--- src/rtl/seg_scan_pkg.sv ---
// Shared constants for the multiplexed seven-segment scanner: glyph table,
// blank pattern and brightness full-scale code.
package seg_scan_pkg;

    localparam int unsigned SEG_W = 7;
    localparam int unsigned NIB_W = 4;

    localparam logic [SEG_W-1:0] SEG_BLANK   = 7'h7F;
    localparam logic [3:0]       BRIGHT_FULL = 4'hF;

    // Active-low glyphs, bit 0 = segment a ... bit 6 = segment g
    localparam logic [SEG_W-1:0] GLYPH_TABLE [16] = '{
        7'h40, 7'h79, 7'h24, 7'h30,
        7'h19, 7'h12, 7'h02, 7'h78,
        7'h00, 7'h10, 7'h08, 7'h03,
        7'h46, 7'h21, 7'h06, 7'h0E
    };

endpackage

--- src/rtl/seg_scan_multi_hex7seg.sv ---
// Combinational hex nibble to active-low seven-segment decode.
module hex7seg
    import seg_scan_pkg::*;
(
    input  logic [NIB_W-1:0] nibble,
    output logic [SEG_W-1:0] seg_c
);

    assign seg_c = GLYPH_TABLE[nibble];

endmodule

--- src/rtl/seg_scan_multi.sv ---
// Time-multiplexed hex display driver with tear-free shadow frames,
// leading-zero blanking and PWM brightness.
module seg_scan_multi
    import seg_scan_pkg::*;
#(
    parameter int unsigned N_DIGITS = 8,
    parameter int unsigned DIV_W    = 32
) (
    input  logic                  clk,
    input  logic                  rst,
    input  logic [DIV_W-1:0]      div_value,
    input  logic [4*N_DIGITS-1:0] din,
    input  logic [N_DIGITS-1:0]   dp,
    input  logic [N_DIGITS-1:0]   digit_en,
    input  logic                  blank_lz,
    input  logic [3:0]            brightness,
    output logic [N_DIGITS-1:0]   an,
    output logic [SEG_W-1:0]      seg,
    output logic                  dp_n,
    output logic                  frame_start
);

    localparam int unsigned IDX_W = (N_DIGITS > 1) ? $clog2(N_DIGITS) : 1;
    localparam logic [IDX_W-1:0] IDX_LAST = IDX_W'(N_DIGITS - 1);

    logic [DIV_W-1:0]      cnt;
    logic [IDX_W-1:0]      idx;
    logic [3:0]            pwm_cnt;
    logic [4*N_DIGITS-1:0] sh_din;
    logic [N_DIGITS-1:0]   sh_dp;
    logic [N_DIGITS-1:0]   sh_en;
    logic                  sh_blank;

    logic [DIV_W-1:0]      div_last_c;
    logic                  tick_c;
    logic                  wrap_c;
    logic [N_DIGITS-1:0]   lz_mask_c;
    logic [NIB_W-1:0]      nibble_c;
    logic [SEG_W-1:0]      glyph_c;
    logic                  lit_c;

    // A divider of 0 behaves as 1; ">=" lets a shrunken divider fire at once
    assign div_last_c = (div_value == '0) ? '0 : div_value - DIV_W'(1);
    assign tick_c     = (cnt >= div_last_c);
    assign wrap_c     = tick_c && (idx == IDX_LAST);

    // Digit k is blanked when it and every higher shadow nibble are zero
    always_comb begin
        logic zeros_above;
        zeros_above = 1'b1;
        lz_mask_c   = '0;
        for (int k = int'(N_DIGITS) - 1; k >= 0; k--) begin
            zeros_above = zeros_above && (sh_din[4*k +: 4] == 4'h0);
            if (k != 0) begin
                lz_mask_c[k] = sh_blank && zeros_above;
            end
        end
    end

    assign nibble_c = sh_din[{idx, 2'b00} +: NIB_W];
    assign lit_c    = sh_en[idx] && !lz_mask_c[idx] &&
                      ((pwm_cnt < brightness) || (brightness == BRIGHT_FULL));

    hex7seg u_hex7seg (
        .nibble (nibble_c),
        .seg_c  (glyph_c)
    );

    // Prescaler, digit index, PWM phase and frame shadow registers
    always_ff @(posedge clk) begin
        if (!rst) begin
            cnt         <= '0;
            idx         <= '0;
            pwm_cnt     <= '0;
            sh_din      <= '0;
            sh_dp       <= '0;
            sh_en       <= '0;
            sh_blank    <= 1'b0;
            frame_start <= 1'b0;
        end else begin
            pwm_cnt     <= pwm_cnt + 4'd1;
            cnt         <= tick_c ? '0 : cnt + DIV_W'(1);
            frame_start <= wrap_c;
            if (tick_c) begin
                idx <= wrap_c ? '0 : idx + IDX_W'(1);
            end
            if (wrap_c) begin
                sh_din   <= din;
                sh_dp    <= dp;
                sh_en    <= digit_en;
                sh_blank <= blank_lz;
            end
        end
    end

    // Registered pin drivers; at most one anode is ever pulled low
    always_ff @(posedge clk) begin
        if (!rst) begin
            an   <= '1;
            seg  <= SEG_BLANK;
            dp_n <= 1'b1;
        end else begin
            an   <= lit_c ? ~(N_DIGITS'(1) << idx) : '1;
            seg  <= lit_c ? glyph_c : SEG_BLANK;
            dp_n <= lit_c ? ~sh_dp[idx] : 1'b1;
        end
    end

endmodule

--- config.mk ---
export PLATFORM = sky130hd
export DESIGN_NAME = seg_scan_multi
export DESIGN_NICKNAME = d
export VERILOG_FILES = /design/src/rtl/seg_scan_pkg.sv /design/src/rtl/seg_scan_multi_hex7seg.sv /design/src/rtl/seg_scan_multi.sv
export SDC_FILE = /design/constraint.sdc
export NUM_CORES = 1
export LEC_CHECK = 0
export CORE_MARGIN = 10
export CORE_UTILIZATION = 58
export DETAILED_ROUTE_END_ITERATION = 16
export PLACE_DENSITY_LB_ADDON = 0.15
export SYNTH_ARGS = -nofsm -noshare
export SYNTH_HDL_FRONTEND = slang
export SYNTH_HIERARCHICAL = 1
export SYNTH_SLANG_ARGS = --single-unit
--- constraint.sdc ---
create_clock -name clk -period 8.45 [get_ports clk]
set_clock_uncertainty 0.2 [all_clocks]
set_input_delay 1.2675 -clock clk [delete_from_list [all_inputs] [get_ports clk]]
set_output_delay 1.2675 -clock clk [all_outputs]
set_load 0.02 [all_outputs]
Word level (Yosys, flattened, before mapping). Memories as Yosys holds them, arrays and structs flattened. A register that Yosys moved wholly into a read port is not among the register bits. Cells that the tools add are included.

Add/subtract/negate cells: 4. $lt $le $gt $ge: 3. Eq/ne operators: 2. Shift operators: 2. Muxes and demuxes: 8. Bitwise operators: 4. Reductions and logical operators: 29.

Operator list (count): 32-bit by 1-bit adder with 32-bit output (second input constant) (1); 32-bit greater-or-equal comparator (1); 32-bit logical NOT (1); 32-bit 2-to-1 mux (1); 32-bit by 6-bit variable part select with 4-bit output (1); 32-bit by 1-bit subtractor with 32-bit output (second input constant) (1); 4-bit logical NOT (7); 1-bit logical AND (16); 1-bit binary-select mux with 3-bit select (3); 8-bit NOT (1); 1-bit by 3-bit << shifter with 8-bit output (first input constant) (1); 4-bit NOT with 5-bit output (1); 4-bit by 1-bit adder with 4-bit output (second input constant) (1); 4-bit == test (second input constant) (1); 3-bit by 4-bit < comparator with 1-bit output (second input constant) (1); 4-bit < comparator (1); 3-bit by 1-bit adder with 3-bit output (second input constant) (1); 3-bit == test (second input constant) (1); 1-bit 2-to-1 mux (3); 3-bit 2-to-1 mux (1); 1-bit logical NOT (2); 1-bit NOT (2); 2-bit AND reduction (1); 2-bit OR reduction (1); 1-bit logical OR (1).

Flip-flop bits (word level): 98. ROM bits: 112. Input bits: 87. Word-level logic and storage cells: 63. Memories: 1.

Memory list: (no name shown) (words 16, width 7, read ports 1, clocked after memory_dff 1, wr ports 0, line seg_scan_multi_hex7seg.sv:9) `assign seg_c = GLYPH_TABLE[nibble];`.

Longest topological paths before layout. Gate-level depths: netlist of the first run.

Word-level depth: 15. Depth in mapped cells: 16. Depth with buffers taken out: 14.

Modules after synthesis. The synthesis of the first run kept the hierarchy.

By module, submodules not included: seg_scan_multi (instances 1, cells each 707, area an instance 6005.8 um2); hex7seg (instances 1, cells each 33, area an instance 274.0 um2).

Least setup slack after synthesis of the first run. Ideal clock, no wire load.

Kind: in2reg. Start: input div_value[27]. End: register frame_start. Arrival time: 4.738 ns. Required time: 8.135 ns. Path slack: 3.397 ns. Stages: 15. Path buffers: 4. Path through: or4_4 or4_1 or4_1 buf_2 buf_6 buf_6 nand2_1 ha_1 a211o_1 a31oi_1 o221ai_1 a221oi_1 o31ai_1 buf_2 and2_1.

Word-level cells in the longest chain between the ends: 4. Elaborated cells on any way between the ends: 5. Classes of those cells: add/sub (1); order compare (1); mux (1); reduce/logical (2).

Ends and longest elaborated chain: start, declared (line seg_scan_multi.sv:11) `input logic [DIV_W-1:0] div_value,`; 32-bit by 1-bit subtractor with 32-bit output / 32-bit logical NOT (equally long branches) (line seg_scan_multi.sv:43) `assign div_last_c = (div_value == '0) ? '0 : div_value - DIV_W'(1);`; 32-bit 2-to-1 mux * (line seg_scan_multi.sv:43); 32-bit greater-or-equal comparator * (line seg_scan_multi.sv:44) `assign tick_c = (cnt >= div_last_c);`; 1-bit logical AND * (line seg_scan_multi.sv:45) `assign wrap_c = tick_c && (idx == IDX_LAST);`; end signal, assigned (line seg_scan_multi.sv:83) `frame_start <= wrap_c;`; end, declared (line seg_scan_multi.sv:20) `output logic frame_start`.

Mark *: on every way between the ends. The rest lies on a longest branch, timed or not. A chain may end at the register's enable or synchronous reset.

Worst setup path after layout of the first run.
Start: input div_value[25]. End: register sh_din[28].

Word-level cells in the longest chain between the ends: 4. Elaborated cells on any way between the ends: 5. Classes of those cells: add/sub (1); order compare (1); mux (1); reduce/logical (2).

Ends and longest elaborated chain: 32-bit by 1-bit subtractor with 32-bit output / 32-bit logical NOT (equally long branches) (line seg_scan_multi.sv:43); 32-bit 2-to-1 mux * (line seg_scan_multi.sv:43); 32-bit greater-or-equal comparator * (line seg_scan_multi.sv:44); 1-bit logical AND * (line seg_scan_multi.sv:45); end signal, assigned (line seg_scan_multi.sv:88) `sh_din <= din;`; end, declared (line seg_scan_multi.sv:29) `logic [4*N_DIGITS-1:0] sh_din;`.

Marked as above.

==> flow_summary.yaml, run 1 <==
pwr:
  switching_share: 0.2496
  combPwrFrac: 0.109
  switching_power_uw: 230.4
  pwr-share-clk: 0.350
  p_int_uw: 692.7
  leakage_uw: 0.003020
  p_seq_frac: 0.542
  ir_drop_mv: 0.09272
  pwr_density_cell_nw_per_um2: 122.3
placed_design:
  placed_area_um2: 7351
  port_buffers: 103
  routabilityCongestion: 0.9220
  place_hpwl_mm: 11.83
clocking:
  clock_sinks: 105
  cts_max_level: 3
  ctsRootBufferMaster: "clkbuf_8"
  clk_pin_slew_worst_paths_ns: 0.10
  clk_latency_ns: 0.38
  cts_resized: 0
  clockBufferDepth: 2
  numCtsBuffers: 9
  cts_tree: "yes"
  hold_buffers: 0
  post_cts_buffers: 0
cells_and_area:
  diodes: 0
  syn2layout_area_growth_pct: 20.18
  fin_nets: 961
  fin_area_um2: 7547
  nFillCells: 840
  layout-drive-gt1-share: 0.04600
  mostFrequentLayoutCell: "nand2_1"
  layout_common_cells: "nand2_1, dfxtp_1, clkdlybuf4s50_1"
yosys:
  synthArstFlopShare: 0
  yosysSeqAreaShare: 0.3347
  ys.flop_type: "dfxtp_1"
  ys_ff_latch: 105
  syn_area_per_cell_um2: 8.486
  postSynthCellCount: 740
  synth_area_um2: 6280
  synth-edff-count: 0
  ys_warn_count: 6
  ys_types: 50
  synth_nets: 879
global_routing:
  grt_overflow_total: 0
  grt_pass1_wl_mm: 25.72
  busiest_layer: "met2"
  grt_max_degree: 79
  grtUsageMet2: 0.3547
  antenna_found_initial: 0
  met3_usage: 0.03937
  grt_use_total: 0.2020
  grt_pass1_vias: 5540
  met1_usage: 0.2455
critical_path:
  worstSetupStartpoint: "div_value[25]"
  ff2ff_path_depth: 8
  cp.required_ns: 8.55
  cp_max_fo: 50
  arrival_ns: 6.48
  critPathKind: "in2reg"
  end_kind: "flip-flop"
  start_kind: "primary input"
  r2r_start: "idx[0]"
sta:
  rsz0062_at_grt: "no"
  finalCriticalPeriod_ns: 6.380
  hold_viol_final: 0
  finalCritPeriodShare: 0.7551
  timing.fmax_ghz: 0.1567
  worstMarginPinSlew_ns: 0.9330
  hold_ws_ns: 0.2661
  setup_viol: 0
  fin_tns_setup_ns: 0
  maxSlewViolCount: 0
  max_slew_margin: 0.3780
hold_path:
  min_from: "sh_en[3]"
  worstHoldPathType: "reg2reg"
  hold_depth: 2
routing:
  via_count: 5419
  drt_wl_total_mm: 15.38
  drc: 0
  via_per_inst: 5.633
  ant_nets: 0
  wire_per_inst_um: 15.99
  first_pass_iters: 5
  drtIter0Drc: 318
job:
  maxCapViolations: 0
die:
  ioPinCount: 104
  placementRows: 37
  die_y_um: 124.1
  dieWidth_um: 124.1
  core_area_um2: 10420
  die_area_um2: 15390
  start_util: 0.6029
run_status:
  outcome: "completed"
worst paths after layout:
path	endpoint	slack [ns]
min reg2reg	sh_en[3]	0.27
min	sh_en[3]	0.27
max	sh_din[28]	2.07
max reg2reg	sh_din[28]	5.04
metrics by stage:
step / setup slack [ns] / power, uW / utilization / std cells
finish: 2.070 / 923.1 / 0.7246 / 962
global route: 1.731 / 955.8 / 0.7246 / 962
global placement: 2.112 / 606.3 / 0.7057 / 947
floorplan: 3.397 / 553.3 / - / 740
detailed placement: 1.774 / 610.3 / 0.7057 / 947
CTS: 2.122 / 925.4 / 0.7246 / 962
power groups by stage:
| stage | logic (uW) | clock network (uW) | registers [uW] |
|---|---|---|---|
| 3_3_place_gp | 95.1 | 0 | 511 |
| 5_1_grt | 110 | 346 | 501 |
| 6_report | 100 | 323 | 500 |
| 4_1_cts | 100 | 325 | 500 |
| 2_1_floorplan | 42.7 | 0 | 511 |
| 3_5_place_dp | 98.8 | 0 | 511 |
cell type report:
class / instances / area [um2] / share of cell area
tap: 136 / 170.2 / 0.02255
sequential: 105 / 2102 / 0.2785
timing repair buffer: 106 / 1051 / 0.1393
clock inverter: 6 / 72.57 / 0.009615
inverter: 18 / 67.56 / 0.008952
multi-input combinational: 582 / 3960 / 0.5247
clock buffer: 9 / 123.9 / 0.01641
critical path, cell delays in order:
cell,delay [ns]
clkdlybuf4s50_1,0.48
or4_4,0.55
or4_1,0.43
or4_1,0.93
nor2b_1,0.31
mux2i_1,0.20
ha_1,0.18
nand4_1,0.17
nor4_1,0.44
a221oi_1,0.20
o22a_1,0.26
o31ai_4,0.06
buf_4,0.67
mux2i_1,0.28
cells by family (layout without fill, tap and decap cells):
kind of cell	after synthesis	in the layout	synth area share
AND/OR/NAND/NOR	358	358	0.2568
flip-flops	105	105	0.3347
multiplexers	71	71	0.1405
XOR/XNOR	58	58	0.08089
buffers and inverters	53	139	0.03686
adder cells (fa/ha/maj)	52	52	0.1036
AO/OA/AOI/OAI	43	43	0.04663
cells in the mapped netlist, drive strengths merged, types with 2 or more instances:
library cell	count	area, um2
nor3b	3	22.52
o21ai	6	30.03
dfxtp	105	2102
nand4	11	68.82
and2	6	37.54
o21a	2	15.01
nand2b	14	87.58
nand2	191	716.9
clkbuf	22	82.58
o221ai	2	17.52
buf	13	81.33
inv	18	67.56
a21oi	12	60.06
nor4	17	112.6
nor2	61	229.0
a31oi	2	12.51
nor3	7	35.03
mux2i	57	570.6
xnor2	22	192.7
or4	3	26.27
nand3	22	110.1
a221oi	3	26.28
xor2	36	315.3
nor2b	3	18.77
and3	8	50.05
mux4	13	296.5
a21o	5	37.54
and4	7	61.31
ha	52	650.6
nand3b	2	15.01
state kept, by name, indices dropped and copies added, names as in the netlist:
name / flops
an: 8
cnt: 32
dp_n: 1
frame_start: 1
idx: 3
pwm_cnt: 4
seg: 7
sh_blank: 1
sh_din: 32
sh_dp: 8
sh_en: 8
routing by layer:
layer	part of all wire	routed length, um
met2	0.50	7659
met4	0.014	209
met1	0.43	6629
met5	0	0
met3	0.057	883
Note: power is estimated with default switching activity, not from simulation.
==> run 2, diff against run 1 <==
--- a/config.mk
+++ b/config.mk
@@ -6,7 +6,7 @@
 export NUM_CORES = 1
 export LEC_CHECK = 0
 export CORE_MARGIN = 10
-export CORE_UTILIZATION = 58
+export CORE_UTILIZATION = 49
 export DETAILED_ROUTE_END_ITERATION = 16
 export PLACE_DENSITY_LB_ADDON = 0.15
 export SYNTH_ARGS = -nofsm -noshare
==> constraint.sdc (replaced) <==
create_clock -name clk -period 5.7 [get_ports clk]
set_clock_uncertainty 0.2 [all_clocks]
set_input_delay 0.855 -clock clk [delete_from_list [all_inputs] [get_ports clk]]
set_output_delay 0.855 -clock clk [all_outputs]
set_load 0.02 [all_outputs]
==> run 2 against run 1 <==
Effect of this change:
- setup slack got worse by 1.5 ns
- clock power rose by 87%
- sequential share of layout area fell by 0.75 points
- via count fell by 1.0%
- count of clock-buffer cells in the layout rose by 2
- critical path depth did not move
- total power rose by 62%
- non-clock buffer count rose by 6
- hold slack got worse by 0.0085 ns
- critical path type unchanged
==> flow_summary.yaml, run 2 (synthesized netlist as in run 1, its figures left out) <==
run_status:
  outcome: "completed"
critical_path:
  critPathKind: "in2reg"
  cp_max_fo: 29
  arrival_ns: 5.23
  ff2ff_path_depth: 9
  start_kind: "primary input"
  end_kind: "flip-flop"
  cp.required_ns: 5.78
die:
  ioPinCount: 104
  start_util: 0.4997
  dieWidth_um: 133.2
  placementRows: 41
  core_area_um2: 12570
  die_area_um2: 17740
  die_y_um: 133.2
placed_design:
  dpl.cell_count: 989
  place_hpwl_mm: 11.72
  placed_area_um2: 7466
  routabilityCongestion: 0.8834
  port_buffers: 103
  pre_cts_ws_ns: 0.2530
clocking:
  numCtsBuffers: 9
  clock_sinks: 105
  cts_max_level: 3
  clk_pin_slew_worst_paths_ns: 0.07
  clk_latency_ns: 0.35
  cts_resized: 0
  hold_buffers: 0
  cts_tree: "yes"
  ctsRootBufferMaster: "clkbuf_16"
  post_cts_buffers: 0
  clockBufferDepth: 2
sta:
  setup_viol: 0
  timing.fmax_ghz: 0.1940
  worstMarginPinSlew_ns: 0.8130
  maxSlewViolCount: 0
  finalCritPeriodShare: 0.9044
  max_slew_margin: 0.4573
  worst_slack_ns: 0.5447
  rsz0062_at_grt: "no"
  hold_ws_ns: 0.2576
  hold_viol_final: 0
  finalCriticalPeriod_ns: 5.155
  fin_tns_setup_ns: 0
global_routing:
  grt_pass1_wl_mm: 25.36
  antenna_found_initial: 0
  grt_use_total: 0.1690
  grt_max_degree: 84
  grt_pass1_vias: 5464
  grt_overflow_total: 0
routing:
  drtIter0Drc: 307
  first_pass_iters: 4
  ant_nets: 0
  via_count: 5365
  wire_per_inst_um: 15.02
  drt_wl_total_mm: 15.08
  via_per_inst: 5.344
  drc: 0
cells_and_area:
  syn2layout_area_growth_pct: 23.49
  fin_nets: 967
  layout_common_cells: "nand2_1, dfxtp_1, clkdlybuf4s50_1"
  nFillCells: 1075
  reg_top3: "cnt (32), sh_din (32)"
  fin_cells: 1004
  diodes: 0
  fin_area_um2: 7755
  layout-drive-gt1-share: 0.05288
  mostFrequentLayoutCell: "nand2_1"
pwr:
  ir_drop_mv: 0.1335
  pwr_density_cell_nw_per_um2: 192.5
  leakage_uw: 0.003092
job:
  maxCapViolations: 0
hold_path:
  worstHoldPathType: "reg2reg"
  hold_depth: 2
==> run 2: cell count changes in the layout (fill, tap and decap cells not counted), sizes merged <==
cell	change
clkbuf	+2
clkinv	-1
bufinv	-1
buf	+6
inv	-1
clkinvlp	+1
==> run 2: path summary, 6_finish.rpt <==
kind                 startpoint         to  slack (ns)
hold reg to reg        sh_en[1]   sh_en[1]        0.26
setup reg to reg         idx[0]     seg[3]        2.73
setup / recovery  div_value[25]  sh_din[2]        0.54
hold / removal         sh_en[1]   sh_en[1]        0.26
==> run 2: metrics by stage <==
stage	total power (uW)	util
2_1_floorplan	820.2	-
3_3_place_gp	901.1	0.5940
3_5_place_dp	904.8	0.5940
4_1_cts	1508	0.6170
5_1_grt	1547	0.6170
6_report	1493	0.6170
==> run 2: critical path: stages <==
cell and delay (ns):
clkdlybuf4s50_1 0.48, or4_4 0.57, or4_1 0.45, or4_1 0.49, buf_4 0.22, nor2b_1 0.15
mux2i_1 0.14, ha_1 0.16, nand4_1 0.16, nor4_1 0.45, nand3_1 0.24, o31ai_4 0.35
buf_12 0.27, mux2i_1 0.21
==> run 2: power breakdown <==
part           switching, uW  internal [uW]
Combinational           64.6           82.4
Clock                    281            323
Sequential              4.61            737
Total                    351           1140
==> run 2: area by class of cell <==
| class | instances | area (um2) | share of cell area |
|---|---|---|---|
| clock buffers | 11 | 252.7 | 0.03259 |
| well taps | 172 | 215.2 | 0.02775 |
| repair buffers | 112 | 1121 | 0.1446 |
| flip-flops and latches | 105 | 2102 | 0.2711 |
| inverters | 18 | 67.56 | 0.008712 |
| multi-input cells | 582 | 3960 | 0.5106 |
| clock inverters | 4 | 36.28 | 0.004679 |
==> run 2: layer usage <==
layer	GRT usage	vias to the layer above	part of all wire
met5	0	-	0
met3	0.03872	27	0.050
li1	-	2692	-
met1	0.2104	2530	0.46
met4	0.06469	0	0.020
met2	0.2778	116	0.47
